## src/rtl/anton_neopixel_receiver.sv

```systemverilog
// anton_neopixel_receiver: WS2812/NeoPixel single-wire decoder sampled at 6.4 MHz (8 ticks per bit).
// Optional chained-pixel passthrough on neoDataOut: define ANTON_NEOPIXEL_RX_PASSTHROUGH_EN.
`ifndef BUFFER_END_DEFAULT
`define BUFFER_END_DEFAULT 63
`endif
`ifndef RESET_DELAY_DEFAULT
`define RESET_DELAY_DEFAULT 320
`endif
`ifndef CLOG2
`define CLOG2(x) $clog2(x)
`endif

module anton_neopixel_receiver #(
  parameter int BUFFER_END    = `BUFFER_END_DEFAULT,
  parameter int RESET_DELAY   = `RESET_DELAY_DEFAULT,
  parameter int BIT_THRESHOLD = 4,
  parameter int MIN_HIGH      = 1,
  parameter int MAX_HIGH      = 6,
  localparam int BUFFER_BITS  = `CLOG2(BUFFER_END + 1)
) (
  input  logic                   clk6_4mhz,
  input  logic                   reset,
  input  logic                   neoDataIn,
  input  logic                   errClear,
  output logic [7:0]             rxData,
  output logic                   rxValid,
  output logic                   rxFirst,
  output logic [BUFFER_BITS-1:0] rxIndex,
  output logic                   rxSync,
  output logic [BUFFER_BITS:0]   rxCount,
  output logic [2:0]             errFlags,
  output logic                   neoDataOut
);
  localparam int LOW_BITS  = $clog2(RESET_DELAY + 1);
  localparam int HIGH_BITS = $clog2(MAX_HIGH + 2);
  localparam logic [LOW_BITS-1:0]  LOW_LAST  = LOW_BITS'(RESET_DELAY - 1);
  localparam logic [HIGH_BITS-1:0] HIGH_LAST = HIGH_BITS'(MAX_HIGH - 1);
  localparam logic [HIGH_BITS-1:0] HIGH_MIN  = HIGH_BITS'(MIN_HIGH);
  localparam logic [HIGH_BITS-1:0] HIGH_MAX  = HIGH_BITS'(MAX_HIGH);
  localparam logic [HIGH_BITS-1:0] HIGH_ONE  = HIGH_BITS'(BIT_THRESHOLD);
  localparam logic [BUFFER_BITS:0] BYTE_LAST = (BUFFER_BITS + 1)'(BUFFER_END);

  localparam logic [1:0] ARMING = 2'd0;
  localparam logic [1:0] READY  = 2'd1;
  localparam logic [1:0] HIGH   = 2'd2;
  localparam logic [1:0] LOW    = 2'd3;

  logic                   syncMeta;
  logic                   sample;
  logic                   prevSample;
  logic [1:0]             state;
  logic [LOW_BITS-1:0]    lowCount;
  logic [HIGH_BITS-1:0]   highCount;
  logic [2:0]             bitCnt;
  logic [BUFFER_BITS:0]   byteCnt;
  logic [7:0]             shiftReg;

  logic                   rise;
  logic                   fall;
  logic                   widthOk;
  logic                   bitVal;
  logic                   overrun;
  logic                   pulseErr;
  logic                   frameEnd;
  logic [HIGH_BITS-1:0]   hiWidth;
  logic [7:0]             nextByte;

  // Two-flop synchronizer plus previous-sample register for edge detection.
  always_ff @(posedge clk6_4mhz or posedge reset) begin
    if (reset) begin
      syncMeta   <= 1'b0;
      sample     <= 1'b0;
      prevSample <= 1'b0;
    end else begin
      syncMeta   <= neoDataIn;
      sample     <= syncMeta;
      prevSample <= sample;
    end
  end

  // highCount excludes the rising sample itself, so the pulse width is highCount + 1.
  always_comb begin
    rise     = sample & ~prevSample;
    fall     = ~sample & prevSample;
    hiWidth  = highCount + HIGH_BITS'(1);
    widthOk  = (hiWidth >= HIGH_MIN) && (hiWidth <= HIGH_MAX);
    bitVal   = (hiWidth >= HIGH_ONE);
    nextByte = {shiftReg[6:0], bitVal};
    overrun  = (state == HIGH) && sample && (highCount >= HIGH_LAST);
    pulseErr = overrun || ((state == HIGH) && fall && !widthOk);
    frameEnd = (state == LOW) && !sample && (lowCount == LOW_LAST);
  end

  // Decode FSM, byte assembly and sticky error flags.
  always_ff @(posedge clk6_4mhz or posedge reset) begin
    if (reset) begin
      state     <= ARMING;
      lowCount  <= '0;
      highCount <= '0;
      bitCnt    <= 3'd0;
      byteCnt   <= '0;
      shiftReg  <= 8'h00;
      rxData    <= 8'h00;
      rxValid   <= 1'b0;
      rxFirst   <= 1'b0;
      rxIndex   <= '0;
      rxSync    <= 1'b0;
      rxCount   <= '0;
      errFlags  <= 3'b000;
    end else begin
      rxValid  <= 1'b0;
      rxSync   <= 1'b0;
      errFlags <= errClear ? 3'b000 : errFlags;
      case (state)
        ARMING: begin
          bitCnt <= 3'd0;
          if (sample) begin
            lowCount <= '0;
          end else if (lowCount == LOW_LAST) begin
            lowCount <= '0;
            state    <= READY;
          end else begin
            lowCount <= lowCount + LOW_BITS'(1);
          end
        end
        READY: begin
          if (rise) begin
            highCount <= '0;
            bitCnt    <= 3'd0;
            byteCnt   <= '0;
            state     <= HIGH;
          end else begin
            state <= READY;
          end
        end
        HIGH: begin
          if (pulseErr) begin
            errFlags[0] <= 1'b1;
            bitCnt      <= 3'd0;
            lowCount    <= '0;
            state       <= ARMING;
          end else if (fall) begin
            shiftReg <= nextByte;
            bitCnt   <= bitCnt + 3'd1;
            lowCount <= LOW_BITS'(1);
            state    <= LOW;
            if (bitCnt == 3'd7) begin
              if (byteCnt > BYTE_LAST) begin
                errFlags[2] <= 1'b1;
              end else begin
                rxValid <= 1'b1;
                rxData  <= nextByte;
                rxIndex <= byteCnt[BUFFER_BITS-1:0];
                rxFirst <= (byteCnt == '0);
                byteCnt <= byteCnt + (BUFFER_BITS + 1)'(1);
              end
            end
          end else begin
            highCount <= highCount + HIGH_BITS'(1);
          end
        end
        LOW: begin
          if (rise) begin
            highCount <= '0;
            state     <= HIGH;
          end else if (frameEnd) begin
            rxSync  <= 1'b1;
            rxCount <= byteCnt;
            if (bitCnt != 3'd0) begin
              errFlags[1] <= 1'b1;
            end else begin
              errFlags[1] <= errFlags[1] & ~errClear;
            end
            bitCnt <= 3'd0;
            state  <= READY;
          end else begin
            lowCount <= lowCount + LOW_BITS'(1);
          end
        end
        default: begin
          state <= ARMING;
        end
      endcase
    end
  end

`ifdef ANTON_NEOPIXEL_RX_PASSTHROUGH_EN
  logic ptActive;
  logic ptStart;

  // Forwarding begins on the rising edge that opens bit 0 of byte 3.
  always_comb begin
    ptStart = (state == LOW) && rise && (byteCnt >= (BUFFER_BITS + 1)'(3)) && (bitCnt == 3'd0);
  end

  // Chained-pixel forwarding of the synchronized line after the first three bytes.
  always_ff @(posedge clk6_4mhz or posedge reset) begin
    if (reset) begin
      ptActive   <= 1'b0;
      neoDataOut <= 1'b0;
    end else if (frameEnd || pulseErr || (state == ARMING)) begin
      ptActive   <= 1'b0;
      neoDataOut <= 1'b0;
    end else if (ptStart || ptActive) begin
      ptActive   <= 1'b1;
      neoDataOut <= sample;
    end else begin
      ptActive   <= 1'b0;
      neoDataOut <= 1'b0;
    end
  end
`else
  assign neoDataOut = 1'b0;
`endif

endmodule

```

## config.mk

```make
export PLATFORM = sky130hd
export DESIGN_NAME = anton_neopixel_receiver
export DESIGN_NICKNAME = d
export VERILOG_FILES = /design/src/rtl/anton_neopixel_receiver.sv
export SDC_FILE = /design/constraint.sdc
export NUM_CORES = 1
export LEC_CHECK = 0
export ABC_AREA = 1
export BUFFER_PORTS_ARGS = -buffer_cell sky130_fd_sc_hd__buf_4
export CAP_MARGIN = 40
export CORE_ASPECT_RATIO = 0.5
export CORE_UTILIZATION = 55
export DETAILED_ROUTE_END_ITERATION = 8
export MAX_ROUTING_LAYER = met4
export PLACE_DENSITY = 0.8
export SYNTH_ARGS = -nofsm -noshare
export SYNTH_HDL_FRONTEND = slang
export SYNTH_SLANG_ARGS = --single-unit
```

## constraint.sdc

```tcl
create_clock -name clk6_4mhz -period 4.72 [get_ports clk6_4mhz]
set_input_delay 0.708 -clock clk6_4mhz [delete_from_list [all_inputs] [get_ports clk6_4mhz]]
set_output_delay 0.708 -clock clk6_4mhz [all_outputs]
set_load 0.02 [all_outputs]
```

==> flow_summary.yaml, run 1 <==
layout:
  nets: 438
  diodes: 0
  fillCellCount: 387
  ff_latch_area_sq_um: 1530
  utilization_pct: 71.3
  drive_gt1_share_pct: 15.2
  multi_input_area_sq_um: 1380
  areaGrowthSynthToFinish_pct: 18.5
  fin_area_sq_um: 3710
sta:
  tightest_slew_ns: 0.767
  finalSetupTns_ns: 0
  layout_min_cycle_time_ns: 2.12
  max_freq_mhz: 471
  period_share_pct: 44.9
  hold_ws_ns: 0.344
  finClkSkew_ns: 0.00498
  slew_headroom_pct: 48.9
  rsz0062_at_grt: "false"
  finalHoldViolCount: 0
  setup_viol: 0
  drv_slew: 0
die:
  core_area_sq_um: 5200
  die_w_um: 109
  ios: 32
  fp-row-count: 18
  die_area_sq_um: 6020
  initial_core_util_pct: 60.2
  die_h_um: 55.4
grt:
  grt.busiest_layer: "met2"
  grt_pass1_wl_um: 11300
  grt_overflow: 0
  grt_max_degree: 62
  grt.total_usage_pct: 25.3
  gr-usage-met3_pct: 10.3
  grt.met2_usage_pct: 37.7
  gr-usage-met1_pct: 32.1
  grt_pass1_vias: 2450
  antenna_found_initial: 0
clocking:
  path_clk_slew_ns: 0.05
  clock_sinks: 61
  cts_tree: "done"
  post_cts_buffers: 0
  cts_buffers: 9
  hold_buffers: 0
  post_cts_resize_count: 0
  clk_latency_ns: 0.33
  root_buffer: "clkbuf_16"
  htreeDepth: 3
  clock_path_buffers: 2
pwr:
  p_per_area_nw_per_um2: 346
  p_leak_nw: 2.02
  power_mw: 1.28
  peakVddDrop_mv: 0.279
placement:
  port_buffers: 30
  gp_congestion: 0.894
  dpl_cell_area_sq_um: 3380
  dp_hpwl_um: 4400
logic_synthesis:
  syn-num-nets: 406
  synth_seq_cells: 61
  yosys-top-cells-count: "nand2_1, dfrtp_1, inv_1, o21ai_0, nand3_1"
  synth-main-ff-cell: "dfrtp_1"
  ys_seq_area_share_pct: 48.7
  synth_area_leaders: "dfrtp_1, nand2_1, inv_1, o21ai_0, nand3_1"
  yosysWarnings: 0
  netlist_area_sq_um: 3130
  yosysTopAreaCellShare_pct: 48.7
  synthArstFlopShare_pct: 100
  synth_edf_count: 0
  synth_top_area_cell: "dfrtp_1"
  synth_cell_type_count: 31
  avgSynthCellArea_sq_um: 7.99
  syn_inst: 392
  synth.most_common_cell: "nand2_1"
critical_path:
  arrival_ns: 2.35
  path_class: "reg2reg"
  startpoint_type: "register"
  critPathRequiredTime_ns: 4.95
  path_common_cell: "nand2_1"
  crit_slowest_cell: "dfrtp_1"
  worst_path_largest_cell_delay_ns: 0.43
  worstPathBufferInverterCount: 2
  worstPathMaxFanout: 11
  path_cells: "inv_1 > ha_1 > nand2_1 > nand3_1 > nand3_2 > nand2_1 > inv_1 > nand2_1 > o21ai_0"
  worstSetupEndpointType: "register"
  cp_top_family: "simple AND/OR/NAND/NOR gates"
worst_hold_path:
  hold_class: "reg2reg"
flow_run:
  max_cap_violations: 0
drt:
  drc: 0
  wl_per_cell_um: 12.8
  via_per_inst: 5.29
  dr.pass1.iters: 5
  antenna_left: 0
  drt_iter0_markers: 182
  dr_total_vias: 2636
  wl_um: 6400
run_status:
  status: "complete, no violations"
[cell usage in the layout (no fill, tap or decap)]
master | synthesis | routed
nor2_4 | 3 | 3
dfrtp_1 | 61 | 61
nand2_4 | 2 | 2
a21oi_1 | 6 | 6
nor3_4 | 1 | 1
nor3_1 | 4 | 4
nand2_1 | 143 | 143
nand3_1 | 26 | 26
nor3b_1 | 1 | 1
ha_1 | 10 | 10
nor2_1 | 25 | 25
nor2_2 | 2 | 2
or2_4 | 1 | 1
buf_4 | 2 | 31
o21ai_1 | 6 | 6
nand2_2 | 5 | 5
nand3_2 | 2 | 2
o22ai_1 | 1 | 1
clkbuf_1 | 2 | 1
inv_1 | 42 | 41
xor2_1 | 2 | 2
nand4_1 | 3 | 3
nand4_4 | 1 | 1
bufinv_16 | 0 | 3
clkinv_2 | 0 | 2
clkbuf_16 | 0 | 9
inv_2 | 0 | 1
nor2_8 | 1 | 1
o21ai_2 | 1 | 1
o21ai_0 | 31 | 31
conb_1 | 1 | 1
nand3b_1 | 1 | 1
[layer usage]
layer  wire, um  vias up
met2       3010       99
li1           -     1303
met1       2870     1227
met3        466        7
met4         50        0
met5          0        -
[flip-flops by register name, indices dropped and copies added, names as in the netlist]
signal      cells
rxSync          1
errFlags        3
rxIndex         6
rxCount         7
state           2
lowCount        9
sample          1
prevSample      1
byteCnt         7
shiftReg        7
highCount       3
rxValid         1
bitCnt          3
rxData          8
syncMeta        1
rxFirst         1
[through the flow]
stage	cells	setup WS, ns
3_3_place_gp	483	2.74
2_1_floorplan	392	2.50
4_1_cts	498	2.64
6_report	498	2.60
3_5_place_dp	483	2.66
5_1_grt	498	2.36
[layout make-up]
class	count	area share (%)
flip-flops and latches	61	41.1
repair buffers	31	6.27
clock inverters	5	2.70
well taps	70	2.36
inverters	42	4.25
multi-input cells	279	37.1
clock buffers	10	6.17
[path summary, 6_finish.rpt]
check | from | to | slack (ns) | cells after the start
max | highCount[0]$_DFFE_PP0P_ | errFlags[2]$_DFF_PP0_ | 2.60 | 9
min | syncMeta$_DFF_PP0_ | sample$_DFF_PP0_ | 0.34 | 0
max reg2reg | highCount[0]$_DFFE_PP0P_ | errFlags[2]$_DFF_PP0_ | 2.60 | 9
min reg2reg | syncMeta$_DFF_PP0_ | sample$_DFF_PP0_ | 0.34 | 0
max in group asynchronous | reset | rxData[5]$_DFFE_PP0P_ | 3.61 | 3
min in group asynchronous | reset | lowCount[4]$_DFFE_PP0P_ | 0.58 | 3
[logic make-up (layout without fill, tap and decap cells)]
group	count (synthesis)	in the layout	share of synthesized area [%]
AO/OA/AOI/OAI	45	45	7.35
other	1	1	0.120
flip-flops	61	61	48.7
buffers and inverters	52	88	7.31
adder cells (fa/ha/maj)	10	10	3.99
AND/OR/NAND/NOR	221	221	31.9
XOR/XNOR	2	2	0.559
[where the power goes]
part           switching (mW)  internal, mW  total, mW  leakage (nW)
registers             0.00344         0.527      0.531         0.843
logic                  0.0186       0.00594     0.0245          1.02
clock network           0.219         0.510      0.729         0.162
Note: power is estimated with default switching activity, not from simulation.
==> inputs of run 2 (changes only) <==
==> constraint.sdc (replaced) <==
create_clock -name clk6_4mhz -period 2.08 [get_ports clk6_4mhz]
set_input_delay 0.312 -clock clk6_4mhz [delete_from_list [all_inputs] [get_ports clk6_4mhz]]
set_output_delay 0.312 -clock clk6_4mhz [all_outputs]
set_load 0.02 [all_outputs]
==> flow_summary.yaml, run 2 (synthesis results as in run 1) <==
placement:
  gp_congestion: 0.933
  port_buffers: 30
  pre_cts_slack_ns: 0.0412
  dpl_cell_area_sq_um: 3400
  dp_hpwl_um: 4630
clocking:
  hold_buffers: 0
  clock_path_buffers: 2
  post_cts_buffers: 0
  clk_latency_ns: 0.33
  htreeDepth: 3
  path_clk_slew_ns: 0.05
  clock_sinks: 61
  cts_tree: "done"
  root_buffer: "clkbuf_16"
  cts_buffers: 9
layout:
  drive_gt1_share_pct: 15.6
  final_common_cell: "nand2_1"
  areaGrowthSynthToFinish_pct: 18.0
  largest_reg_flops: 9
  fin_area_sq_um: 3700
  diodes: 0
  nets: 441
  top_regs: "lowCount (9), rxData (8)"
  regMostFlops: "lowCount"
  final_cell_mix: "nand2_1, dfrtp_1, inv_1"
grt:
  grt_max_degree: 24
  antenna_found_initial: 0
  grt_pass1_vias: 2533
  grt.total_usage_pct: 25.3
  grt_pass1_wl_um: 11200
  grt_overflow: 0
worst_hold_path:
  hold_class: "in2async"
sta:
  hold_ws_ns: 0.0127
  setup_viol: 0
  layout_min_cycle_time_ns: 1.95
  finalHoldViolCount: 0
  drv_slew: 0
  max_freq_mhz: 514
  period_share_pct: 93.6
  finClkSkew_ns: 0.00531
  finalSetupTns_ns: 0
  fin_ws_ns: 0.133
  rsz0062_at_grt: "false"
die:
  fp-row-count: 18
  initial_core_util_pct: 60.2
  core_area_sq_um: 5200
  die_area_sq_um: 6020
  ios: 32
  die_h_um: 55.4
  die_w_um: 109
critical_path:
  r2r-start: "highCount[0]$_DFFE_PP0P_"
  path_class: "reg2reg"
  startpoint_type: "register"
  crit_start: "highCount[0]$_DFFE_PP0P_"
  worstPathMaxFanout: 20
  arrival_ns: 2.16
  critPathRequiredTime_ns: 2.29
  worstSetupEndpointType: "register"
drt:
  antenna_left: 0
  dr.pass1.iters: 5
  via_per_inst: 5.28
  drt_iter0_markers: 186
  drc: 0
  wl_um: 6500
  dr_total_vias: 2634
  wl_per_cell_um: 13.0
pwr:
  peakVddDrop_mv: 0.771
  p_per_area_nw_per_um2: 731
  p_leak_nw: 2.02
  power_mw: 2.70
run_status:
  status: "complete, no violations"
flow_run:
  max_cap_violations: 0
## run 2: cell types whose count changed in the layout (fill, tap and decap cells not counted)
| cell | change |
|---|---|
| nand2_4 | +1 |
| clkinv_2 | -1 |
| clkbuf_1 | -1 |
| clkbuf_8 | +2 |
| buf_4 | +3 |
| bufinv_16 | -2 |
| nand2_2 | -1 |
## run 2: cell type report
type | count | area (sq um)
multi-input combinational | 279 | 1380
sequential | 61 | 1530
clock inverter | 2 | 35.0
timing repair buffer | 34 | 255
inverter | 42 | 158
clock buffer | 11 | 253
tap | 70 | 87.6
fill | 410 | 1510
## run 2: report_power, final
group / total [mW] / switching (mW) / internal, mW
Combinational: 0.0583 / 0.0435 / 0.0148
Clock: 1.44 / 0.473 / 0.966
Sequential: 1.21 / 0.00819 / 1.20
## run 2: through the flow
stage,util [%],std cells
2_1_floorplan,-,392
3_3_place_gp,65.4,486
3_5_place_dp,65.4,486
4_1_cts,71.0,499
5_1_grt,71.1,499
6_report,71.1,499
## run 2: repair_timing
action,CTS,global route
resized for setup,0,1
endpoints found under the hold margin,0,0
setup endpoints to repair,0,24
## run 2: worst max-delay path: stages, from the launching register on
cell and delay [ns]:
dfrtp_1 0.43, inv_1 0.10, ha_1 0.34, nand2_1 0.09, nand3_1 0.09, nand3_2 0.12
nand2_4 0.16, nor2_4 0.26, nand2_4 0.10, nand2_1 0.08, nand2_1 0.06
## run 2: worst paths after layout
check                                         end  cells after the start  slack [ns]
setup / recovery           byteCnt[1]$_DFFE_PP0P_                     10        0.13
hold / removal                   rxSync$_DFF_PP0_                      2        0.01
setup reg to reg           byteCnt[1]$_DFFE_PP0P_                     10        0.13
hold reg to reg                  sample$_DFF_PP0_                      0        0.35
max in group asynchronous  rxIndex[0]$_DFFE_PP0P_                      3        1.40
min in group clk6_4mhz         syncMeta$_DFF_PP0_                      1        0.09
## run 2: metal layers
metal / vias to the layer above / track usage [%] / share of wire, %
li1: 1299 / - / -
met1: 1262 / 31.2 / 47
met2: 65 / 38.8 / 47
met3: 8 / 9.33 / 5.0
met4: 0 / 7.53 / 0.99
met5: - / - / 0
